===== config.mk =====
export PLATFORM = sky130hd
export DESIGN_NAME = data_mem_arbiter
export DESIGN_NICKNAME = d
export VERILOG_FILES = /design/src/rtl/data_mem_arbiter.sv
export SDC_FILE = /design/constraint.sdc
export NUM_CORES = 1
export LEC_CHECK = 0
export CAP_MARGIN = 20
export CORE_MARGIN = 2
export CORE_UTILIZATION = 40
export DETAILED_ROUTE_END_ITERATION = 7
export PLACE_DENSITY_LB_ADDON = 0.2
export SLEW_MARGIN = 0
export SYNTH_ARGS = -nofsm -noshare
export SYNTH_HDL_FRONTEND = slang
export SYNTH_SLANG_ARGS = --single-unit

===== constraint.sdc =====
create_clock -name clk -period 2.8 [get_ports clk]
set_clock_uncertainty 0.05 [all_clocks]
set_input_delay 0.42 -clock clk [delete_from_list [all_inputs] [get_ports clk]]
set_output_delay 0.42 -clock clk [all_outputs]
set_load 0.005 [all_outputs]

===== src/rtl/data_mem_arbiter.sv =====
// data_mem_arbiter
//   Shares one byte-wide data memory between two 32-bit word requesters.
//   Port 0 is the CPU load/store path, port 1 the debug/loader path. A
//   granted word access is carried out as four byte transfers at
//   addr+0..addr+3, big-endian (addr+0 carries bits [31:24]). The memory
//   reads combinationally and writes on the rising clock edge.
//
// Ports
//   clk, reset          clock; synchronous active-high reset
//   rN_req/we/addr/wdata  word request from port N (req held until ack)
//   rN_ack              one-cycle completion pulse for port N
//   rN_rdata            last word read by port N, held until its next read
//   mem_addr/wdata/we/re  byte interface to the memory
//   mem_rdata           combinational byte read data
//   busy                high while a word transaction is in flight
module data_mem_arbiter #(
    parameter int ADDR_W = 32,
    parameter bit FAIR   = 1'b1
) (
    input  logic              clk,
    input  logic              reset,
    input  logic              r0_req,
    input  logic              r0_we,
    input  logic [ADDR_W-1:0] r0_addr,
    input  logic [31:0]       r0_wdata,
    output logic              r0_ack,
    output logic [31:0]       r0_rdata,
    input  logic              r1_req,
    input  logic              r1_we,
    input  logic [ADDR_W-1:0] r1_addr,
    input  logic [31:0]       r1_wdata,
    output logic              r1_ack,
    output logic [31:0]       r1_rdata,
    output logic [ADDR_W-1:0] mem_addr,
    output logic [7:0]        mem_wdata,
    output logic              mem_we,
    output logic              mem_re,
    input  logic [7:0]        mem_rdata,
    output logic              busy
);

    typedef enum logic [1:0] {
        S_IDLE   = 2'd0,
        S_ACCESS = 2'd1,
        S_DONE   = 2'd2
    } state_e;

    state_e              state_q, state_d;
    logic [1:0]          cnt_q, cnt_d;
    logic                gnt_q, gnt_d;
    logic                last_q, last_d;
    logic                we_q, we_d;
    logic [ADDR_W-1:0]   addr_q, addr_d;
    logic [31:0]         wdata_q, wdata_d;
    logic [23:0]         rbuf_q, rbuf_d;
    logic [1:0][31:0]    rdata_q, rdata_d;

    // Port-indexed views of the two request interfaces.
    logic [1:0]              req_v;
    logic [1:0]              we_v;
    logic [1:0][ADDR_W-1:0]  addr_v;
    logic [1:0][31:0]        wdata_v;
    logic                    sel;

    assign req_v   = {r1_req, r0_req};
    assign we_v    = {r1_we, r0_we};
    assign addr_v  = {r1_addr, r0_addr};
    assign wdata_v = {r1_wdata, r0_wdata};

    // Arbitration: a lone requester wins; on a tie, round-robin picks the
    // port that did not win last time, fixed priority picks port 0.
    always_comb begin
        sel = 1'b0;
        if (req_v == 2'b10) begin
            sel = 1'b1;
        end else if (req_v == 2'b11) begin
            sel = FAIR ? ~last_q : 1'b0;
        end
    end

    always_comb begin
        state_d   = state_q;
        cnt_d     = cnt_q;
        gnt_d     = gnt_q;
        last_d    = last_q;
        we_d      = we_q;
        addr_d    = addr_q;
        wdata_d   = wdata_q;
        rbuf_d    = rbuf_q;
        rdata_d   = rdata_q;
        mem_addr  = '0;
        mem_wdata = 8'h00;
        mem_we    = 1'b0;
        mem_re    = 1'b0;

        case (state_q)
            S_IDLE: begin
                if (|req_v) begin
                    state_d = S_ACCESS;
                    cnt_d   = 2'd0;
                    gnt_d   = sel;
                    we_d    = we_v[sel];
                    // Word-align here so the byte address below is a plain add.
                    addr_d  = addr_v[sel] & ~ADDR_W'(3);
                    wdata_d = wdata_v[sel];
                end
            end
            S_ACCESS: begin
                // Sum wraps naturally at 2^ADDR_W.
                mem_addr = addr_q + ADDR_W'(cnt_q);
                if (we_q) begin
                    mem_we    = 1'b1;
                    // ~cnt_q == 3 - cnt_q: byte 3 (MSB) goes out first.
                    mem_wdata = wdata_q[{~cnt_q, 3'b000} +: 8];
                end else begin
                    mem_re = 1'b1;
                    // Bytes arrive MSB first, so shifting left assembles the
                    // word big-endian; the last byte lands straight in rdata.
                    if (cnt_q == 2'd3) begin
                        rdata_d[gnt_q] = {rbuf_q, mem_rdata};
                    end else begin
                        rbuf_d = {rbuf_q[15:0], mem_rdata};
                    end
                end
                cnt_d = cnt_q + 2'd1;
                if (cnt_q == 2'd3) begin
                    state_d = S_DONE;
                end
            end
            S_DONE: begin
                last_d  = gnt_q;
                state_d = S_IDLE;
            end
            default: begin
                state_d = S_IDLE;
            end
        endcase
    end

    always_ff @(posedge clk) begin
        if (reset) begin
            state_q <= S_IDLE;
            cnt_q   <= 2'd0;
            gnt_q   <= 1'b0;
            last_q  <= 1'b1;
            we_q    <= 1'b0;
            addr_q  <= '0;
            wdata_q <= 32'h0;
            rbuf_q  <= 24'h0;
            rdata_q <= '0;
        end else begin
            state_q <= state_d;
            cnt_q   <= cnt_d;
            gnt_q   <= gnt_d;
            last_q  <= last_d;
            we_q    <= we_d;
            addr_q  <= addr_d;
            wdata_q <= wdata_d;
            rbuf_q  <= rbuf_d;
            rdata_q <= rdata_d;
        end
    end

    assign r0_ack   = (state_q == S_DONE) && (gnt_q == 1'b0);
    assign r1_ack   = (state_q == S_DONE) && (gnt_q == 1'b1);
    assign r0_rdata = rdata_q[0];
    assign r1_rdata = rdata_q[1];
    assign busy     = (state_q != S_IDLE);

endmodule


==> results_dict.tcl, run 1 <==
set metrics [dict create \
    routed_wl_um 20220 \
    ys_seq_area_share_pct 44.63 \
    start_util_pct 40.85 \
    ctsHtreeMaxLevel 4 \
    crit_path_end_kind "primary output" \
    layout-drive-gt1-share_pct 6.673 \
    synth_cells 797 \
    via_count 6291 \
    post_drt_wl_per_cell_um 16.26 \
    die_height_um 136.7 \
    cts_setup_buffers 0 \
    final_core_util_pct 59.74 \
    remaining_drc_errors 0 \
    cp_cell_sequence "nor2b_2 -> buf_4 -> and3_1 -> clkdlybuf4s50_1" \
    hp-class "flop to flop" \
    final_nets 1150 \
    outcome "finished clean" \
    synthSimpleGateAreaFrac_pct 23.45 \
    numCtsBuffers 17 \
    die-area_um2 18680 \
    grt_pass1_wl_um 31720 \
    grt_pass1_vias 6022 \
    critical_path.max_stage_delay_ns 0.53 \
    synth_top_family_by_area "simple AND/OR/NAND/NOR gates" \
    syn_area_per_cell_um2 8.835 \
    worst_pin_slew_ns 0.8500 \
    port_buffers 246 \
    antennaDiodeCount 0 \
    cts_hold_buf 0 \
    gr-total-overflow 0 \
    crit_end "mem_wdata[6]" \
    die_w_um 136.7 \
    hold_depth 2 \
    fmax_mhz 380.1 \
    grt_max_degree 87 \
    crit_start "state_q[0]" \
    rrSetupSlack_ns 0.63 \
    setup_violations 0 \
    clock_sinks 157 \
    clk_pin_slew_ns 0.06 \
    yosysUniqueCellTypes 31 \
    synth_compound_area_share_pct 15.01 \
    maxSlewHeadroom_pct 43.33 \
    r2r.worst_path.cells 5 \
    power.density_nw_per_um2 545.0 \
    leakage_uw 0.003911 \
    vias_per_cell 5.057 \
    critPathRequiredTime_ns 2.33 \
    ys_ff_latch 157 \
    synthMuxAreaShare_pct 11.66 \
    clk_root_buffer_cell "clkbuf_16" \
    syn_area_um2 7042 \
    rsz0062_at_grt "false" \
    cts_tree "built" \
    yosysWarnings 0 \
    synth_xor_area_share_pct 0 \
    regToRegEndpoint "r1_rdata[30]" \
    cpMaxStageDelayCell "clkdlybuf4s50_1" \
    gp_congestion 0.8331 \
    core_area_um2 17240 \
    tns_ns 0 \
    cp-start-kind "flop" \
    syn_nets 940 \
    critical_path_arrival_ns 2.16 \
    ir_drop_mv 0.4143 \
    antenna_found_initial 0 \
    cap_violations 0 \
    clk_latency_ns 0.42 \
    slew_viol_final 0 \
    dpl.hpwl_um 13760 \
    ant_nets 0 \
    crit_type "flop to primary output" \
    cp_max_fo 21 \
    fin_crit_sh_pct 93.96 \
    hp-start "rbuf_q[18]" \
    io_pins 251 \
    num_rows 48 \
    final-hold-violation-count 0 \
    synthAdderAreaFrac_pct 0.1777 \
    drt_iter0_drc 351 \
    firstDrtPassIters 4 \
    syn_to_final_growth_pct 46.23 \
    cts-resized-gates 0 \
    clockBufferDepth 2 \
    period_minus_slack_ns 2.631 \
    r2r_start "cnt_q[1]" \
    track_usage_pct 21.84 \
]
-- logic make-up (layout without fill, tap and decap cells) --
group,after synthesis,after routing
AND/OR/NAND/NOR,331,331
AO/OA/AOI/OAI,160,160
flip-flops,157,157
multiplexers,72,72
adder cells (fa/ha/maj),1,1
buffers and inverters,76,298
-- placed cells by master, fill, tap and decap left out, types with 2 or more instances in the layout --
cell	count
clkdlybuf4s50_1	245
nand2_1	176
and2_1	33
nor2_1	6
and3_1	8
nor2_4	2
clkbuf_16	17
buf_12	6
buf_4	14
mux4_2	8
inv_6	3
clkinv_4	3
mux2i_1	64
dfxtp_1	157
bufinv_16	3
o211ai_1	2
a21oi_1	90
clkbuf_8	2
inv_1	2
nand2b_1	99
a311oi_1	63
-- cell usage after synthesis --
library cell    n  area share (%)
a211o_1         1            0.12
and3_1          8            0.71
nand2_1       176             9.4
or3_1           1           0.089
and2_1         33             2.9
buf_4           3            0.32
buf_2          30             2.1
o211ai_1        2            0.21
a311oi_1       63             7.8
clkbuf_1       37             2.0
nor3_2          1            0.14
nor2_2          1           0.089
nand2b_1       99             8.8
nor2_1          7            0.37
buf_1           1           0.053
a21oi_1        90             6.4
nand3b_4        1            0.28
inv_1           2            0.11
ha_1            1            0.18
or2_2           1           0.089
a21boi_0        1            0.11
nor2b_1         1           0.089
nor4b_4         1            0.34
mux2i_1        64             9.1
o21ai_0         1           0.071
a2bb2oi_1       1            0.12
buf_6           3            0.48
dfxtp_1       157              45
a21bo_2         1            0.14
mux4_2          8             2.6
or4b_1          1            0.14
-- cell type report --
class / instances / area, um^2
Clock buffer: 20 / 456.7
Clock inverter: 11 / 155.1
Fill cell: 1544 / 6939
Inverter: 2 / 7.507
Multi-Input combinational cell: 564 / 3576
Sequential cell: 157 / 3143
Tap cell: 225 / 281.5
Timing Repair Buffer: 265 / 2678
-- worst max-delay path: cells and delay by family, from the launching register on --
kind,cells,cell delay (ns)
buffers and inverters,2,0.77
DFF,1,0.51
and+or+nand+nor,2,0.46
-- worst min-delay path by stage --
| stage | endpoint | slack, ns |
|---|---|---|
| finish | rbuf_q[18] | 0.40 |
| global placement | rbuf_q[16] | 0.40 |
| detailed placement | rbuf_q[18] | 0.40 |
| floorplan | rbuf_q[16] | 0.39 |
| CTS | rbuf_q[18] | 0.41 |
| global route | rbuf_q[20] | 0.43 |
-- flip-flops by register name, summed over array words and instances, names as in the netlist --
| signal | count |
|---|---|
| addr_q | 30 |
| we_q | 1 |
| wdata_q | 32 |
| r0_rdata | 32 |
| rbuf_q | 24 |
| last_q | 1 |
| cnt_q | 2 |
| gnt_q | 1 |
| state_q | 2 |
| r1_rdata | 32 |
-- through the flow --
step / setup slack [ns] / cells / hold WS, ns / power [uW] / cell area, um^2
finish: 0.1690 / 1244 / 0.4044 / 5612 / 10300
detailed placement: 0.5636 / 1213 / 0.3982 / 3251 / 9686
CTS: 0.1307 / 1244 / 0.4071 / 5663 / 10300
floorplan: 1.034 / 797 / 0.3868 / 2856 / 7042
global placement: 0.6010 / 1213 / 0.3959 / 3241 / 9686
global route: 0.02742 / 1244 / 0.4259 / 5838 / 10300
-- per-layer routing --
layer	track usage (%)	share of wire (%)
met5	0	0
met4	6.944	1.5
met3	8.852	8.9
met2	35.81	48
met1	26.08	41
-- where the power goes --
group	switching (uW)	internal [uW]
combinational	350	429
clock	958	1460
sequential	72.2	2350
total	1380	4230
No activity file was read; power rests on OpenSTA's default activity.
==> inputs of run 2 (changes only) <==
--- a/config.mk
+++ b/config.mk
@@ -9,7 +9,7 @@
 export CORE_MARGIN = 2
 export CORE_UTILIZATION = 40
 export DETAILED_ROUTE_END_ITERATION = 7
-export PLACE_DENSITY_LB_ADDON = 0.2
+export PLACE_DENSITY = 0.73
 export SLEW_MARGIN = 0
 export SYNTH_ARGS = -nofsm -noshare
 export SYNTH_HDL_FRONTEND = slang
==> results_dict.tcl, run 2 (synthesized netlist as in run 1, its figures left out) <==
set metrics [dict create \
    cp-start-kind "flop" \
    final_nets 1149 \
    placed_area_um2 9691 \
    track_usage_pct 21.64 \
    fin_crit_sh_pct 93.28 \
    num_rows 48 \
    final_common_cell "clkdlybuf4s50_1" \
    fmax_mhz 382.9 \
    leakage_uw 0.003880 \
    start_util_pct 40.85 \
    total_power_uw 5419 \
    syn_to_final_growth_pct 45.73 \
    die_w_um 136.7 \
    hp-class "flop to flop" \
    port_buffers 246 \
    die_height_um 136.7 \
    place_inst 1212 \
    outcome "finished clean" \
    ctsHtreeMaxLevel 4 \
    layout_common_cells "245 x clkdlybuf4s50_1, 176 x nand2_1, 156 x dfxtp_1" \
    cts_hold_buf 0 \
    ir_drop_mv 0.4685 \
    cp_max_fo 11 \
    fin_cells 1243 \
    final-hold-violation-count 0 \
    r2r.worst_path.cells 5 \
    cts-resized-gates 0 \
    clk_latency_ns 0.41 \
    slew_viol_final 0 \
    vias_per_cell 5.145 \
    cts_tree "built" \
    setup_violations 0 \
    crit_start "cnt_q[0]" \
    crit_path_end_kind "primary output" \
    antenna_found_initial 0 \
    critical_path_arrival_ns 2.14 \
    gr-total-overflow 0 \
    io_pins 251 \
    period_minus_slack_ns 2.612 \
    post_drt_wl_per_cell_um 15.93 \
    clk_pin_slew_ns 0.06 \
    numCtsBuffers 17 \
    regToRegEndpoint "r1_rdata[17]" \
    remaining_drc_errors 0 \
    grt_pass1_wl_um 31860 \
    power.density_nw_per_um2 528.0 \
    final_area_um2 10260 \
    die-area_um2 18680 \
    via_count 6395 \
    grt_pass1_vias 6351 \
    cts_setup_buffers 0 \
    clockBufferDepth 2 \
    grt_max_degree 71 \
    crit_end "mem_wdata[0]" \
    rsz0062_at_grt "false" \
    firstDrtPassIters 5 \
    worst_pin_slew_ns 0.8874 \
    core_area_um2 17240 \
    routed_wl_um 19800 \
    rrSetupSlack_ns 0.66 \
    antennaDiodeCount 0 \
    tns_ns 0 \
    r2r_start "cnt_q[1]" \
    clock_sinks 157 \
    maxSlewHeadroom_pct 40.84 \
    crit_type "flop to primary output" \
    gp_congestion 0.7621 \
    dpl.hpwl_um 13650 \
    cap_violations 0 \
    drt_iter0_drc 383 \
    layout-drive-gt1-share_pct 6.582 \
    clk_root_buffer_cell "clkbuf_16" \
    critPathRequiredTime_ns 2.33 \
    ant_nets 0 \
    hold_ws_ns 0.4045 \
]
-- run 2: cell count changes in the layout (fill, tap and decap cells not counted), sizes merged --
cell      delta
clkbuf       +3
clkinvlp     +3
clkinv       -3
bufinv       -2
buf          -1
inv          -1
-- run 2: area by class of cell --
cell class	instances	area (um^2)
sequential	157	3144
clock buffer	23	488.0
tap	225	281.5
fill	1529	6974
multi-input combinational	564	3576
inverter	2	7.507
timing repair buffer	264	2683
clock inverter	8	82.58
-- run 2: per-layer routing --
| layer | vias to the layer above | GRT usage (%) | wire length, um |
|---|---|---|---|
| met3 | 19 | 8.481 | 1652 |
| met1 | 3014 | 25.20 | 8128 |
| met4 | 0 | 5.729 | 286 |
| li1 | 3166 | - | - |
| met5 | - | 0 | 0 |
| met2 | 196 | 37.03 | 9735 |
-- run 2: power breakdown --
group	internal [uW]	leakage [uW]	switching, uW
combinational	428	0.00233	351
clock	1320	0.000268	902
sequential	2350	0.00128	73.0
-- run 2: how the worst min path moves through the flow --
stage,endpoint,slack (ns),from,depth (start not counted)
global placement,rbuf_q[17],0.40,rbuf_q[17],2
floorplan,rbuf_q[16],0.39,rbuf_q[16],2
detailed placement,rbuf_q[17],0.40,rbuf_q[17],2
global route,rbuf_q[8],0.44,rbuf_q[8],2
CTS,rbuf_q[17],0.41,rbuf_q[17],2
finish,rbuf_q[17],0.40,rbuf_q[17],2
-- run 2: metrics by stage --
stage	setup WS, ns	util [%]
after global placement	0.2020	56.10
final	0.1882	59.54
after floorplan	1.034	-
after CTS	0.1191	59.53
after global routing	0.05093	59.54
after detailed placement	0.5616	56.22
-- run 2: critical path: stages (launching register included) --
cell and delay, ns:
dfxtp_1 0.33, buf_4 0.22, mux4_2 0.52, and3_1 0.19, clkdlybuf4s50_1 0.47
==> inputs of run 3 (changes only) <==
--- a/config.mk
+++ b/config.mk
@@ -6,6 +6,7 @@
 export NUM_CORES = 1
 export LEC_CHECK = 0
 export CAP_MARGIN = 20
+export CORE_ASPECT_RATIO = 0.6
 export CORE_MARGIN = 2
 export CORE_UTILIZATION = 40
 export DETAILED_ROUTE_END_ITERATION = 7
==> results_dict.tcl, run 3 (synthesized netlist as in run 1, its figures left out) <==
set metrics [dict create \
    total_power_uw 5497 \
    critical_path.max_stage_delay_ns 0.61 \
    dpl.hpwl_um 14240 \
    ant_nets 0 \
    remaining_drc_errors 0 \
    placed_area_um2 9672 \
    antennaDiodeCount 0 \
    final_nets 1145 \
    drt_iter0_drc 432 \
    maxSlewHeadroom_pct 34.15 \
    ctsHtreeMaxLevel 4 \
    multi_input_area_um2 3576 \
    critPathRequiredTime_ns 2.33 \
    layout-drive-gt1-share_pct 6.404 \
    die-area_um2 18720 \
    clockBufferDepth 2 \
    final_common_cell "clkdlybuf4s50_1" \
    track_usage_pct 22.23 \
    place_inst 1217 \
    cp_max_fo 8 \
    routed_wl_um 21020 \
    cp_cell_sequence "mux4_2 -> and3_1 -> clkdlybuf4s50_1" \
    gr-total-overflow 0 \
    layout_common_cells "245 x clkdlybuf4s50_1, 176 x nand2_1, 157 x dfxtp_1" \
    fillCellCount 1500 \
    grt_max_degree 77 \
    numCtsBuffers 17 \
    firstDrtPassIters 5 \
    final-hold-violation-count 0 \
    p_comb_share_pct 14.2 \
    switching_share_pct 27.79 \
    crit_path_end_kind "primary output" \
    crit_type "flop to primary output" \
    intPower_uw 3969 \
    hold_ws_ns 0.4172 \
    vias_per_cell 5.159 \
    leakage_uw 0.003876 \
    clk_latency_ns 0.42 \
    io_pins 251 \
    clk_root_buffer_cell "clkbuf_16" \
    core_area_um2 17180 \
    cts_setup_buffers 0 \
    crit_start "cnt_q[1]" \
    final_area_um2 10270 \
    period_minus_slack_ns 2.696 \
    rsz0062_at_grt "false" \
    gp_congestion 0.7997 \
    cts_tree "built" \
    seqCellArea_um2 3143 \
    grt_pass1_vias 6247 \
    cts_hold_buf 0 \
    ir_drop_mv 0.4237 \
    die_w_um 175.3 \
    die_height_um 106.8 \
    r2r_start "cnt_q[1]" \
    hp-start "rbuf_q[23]" \
    cp-start-kind "flop" \
    clk_pin_slew_ns 0.07 \
    fin_cells 1249 \
    tns_ns 0 \
    hp-class "flop to flop" \
    worst_pin_slew_ns 0.9853 \
    antenna_found_initial 1 \
    clock_sinks 157 \
    slew_viol_final 0 \
    clkPwrFrac_pct 41.8 \
    via_count 6444 \
    post_drt_wl_per_cell_um 16.83 \
    start_util_pct 41.00 \
    rrSetupSlack_ns 0.54 \
    fmax_mhz 370.9 \
    cts-resized-gates 0 \
    fin_crit_sh_pct 96.30 \
    cpMaxStageDelayCell "dfxtp_1" \
    switchingPower_uw 1528 \
    setup_violations 0 \
    power.density_nw_per_um2 535.4 \
    cap_violations 0 \
    critical_path_arrival_ns 2.23 \
    grt_pass1_wl_um 33130 \
    seq_power_share_pct 44.0 \
    port_buffers 246 \
    outcome "finished clean" \
    num_rows 37 \
    syn_to_final_growth_pct 45.79 \
]
run 3: cell count changes in the layout (fill, tap and decap cells not counted), sizes merged:
cell      before  now
clkinvlp       4    2
bufinv         1    0
inv            4    9
buf           19   15
clkbuf        23   17
clkinv         1    6
run 3: worst paths after layout:
path | cells past startpoint | endpoint
worst max-delay path | 3 | mem_wdata[7]
worst min register to register | 2 | rbuf_q[23]
worst max register to register | 5 | r1_rdata[9]
worst min-delay path | 2 | rbuf_q[23]
run 3: layout make-up:
type,instances,area share [%]
clock buffer,17,4.144
clock inverter,15,1.645
timing repair buffer,260,25.84
sequential,157,30.62
inverter,2,0.07313
multi-input combinational,564,34.83
tap,234,2.852
run 3: critical path: cells and delay by family (launching register included):
kind | cells | cell delay [ns]
buffers and inverters | 1 | 0.48
AND/OR/NAND/NOR | 1 | 0.19
flip-flops | 1 | 0.61
multiplexers | 1 | 0.55
run 3: per-layer routing:
metal / part of all wire, % / wire (um) / GRT usage, % / vias to the layer above
li1: - / - / - / 3162
met1: 47 / 9825 / 30.47 / 3000
met2: 41 / 8683 / 32.85 / 255
met3: 11 / 2213 / 8.511 / 25
met4: 1.3 / 281 / 5.417 / 2
met5: 0.062 / 13 / 0 / -
run 3: stage by stage:
step                setup slack, ns  util, %
finish                       0.1035    59.77
CTS                          0.1081    59.77
detailed placement           0.1463    56.31
global route                0.05689    59.77
floorplan                     1.034        -
global placement             0.2044    56.31
run 3: power by group through the flow:
| stage | combinational (uW) | clock, uW | sequential, uW |
|---|---|---|---|
| after floorplan | 418 | 0 | 2440 |
| after global placement | 771 | 0 | 2460 |
| after detailed placement | 778 | 0 | 2470 |
| after CTS | 781 | 2340 | 2420 |
| after global routing | 851 | 2450 | 2430 |
| final | 779 | 2300 | 2420 |
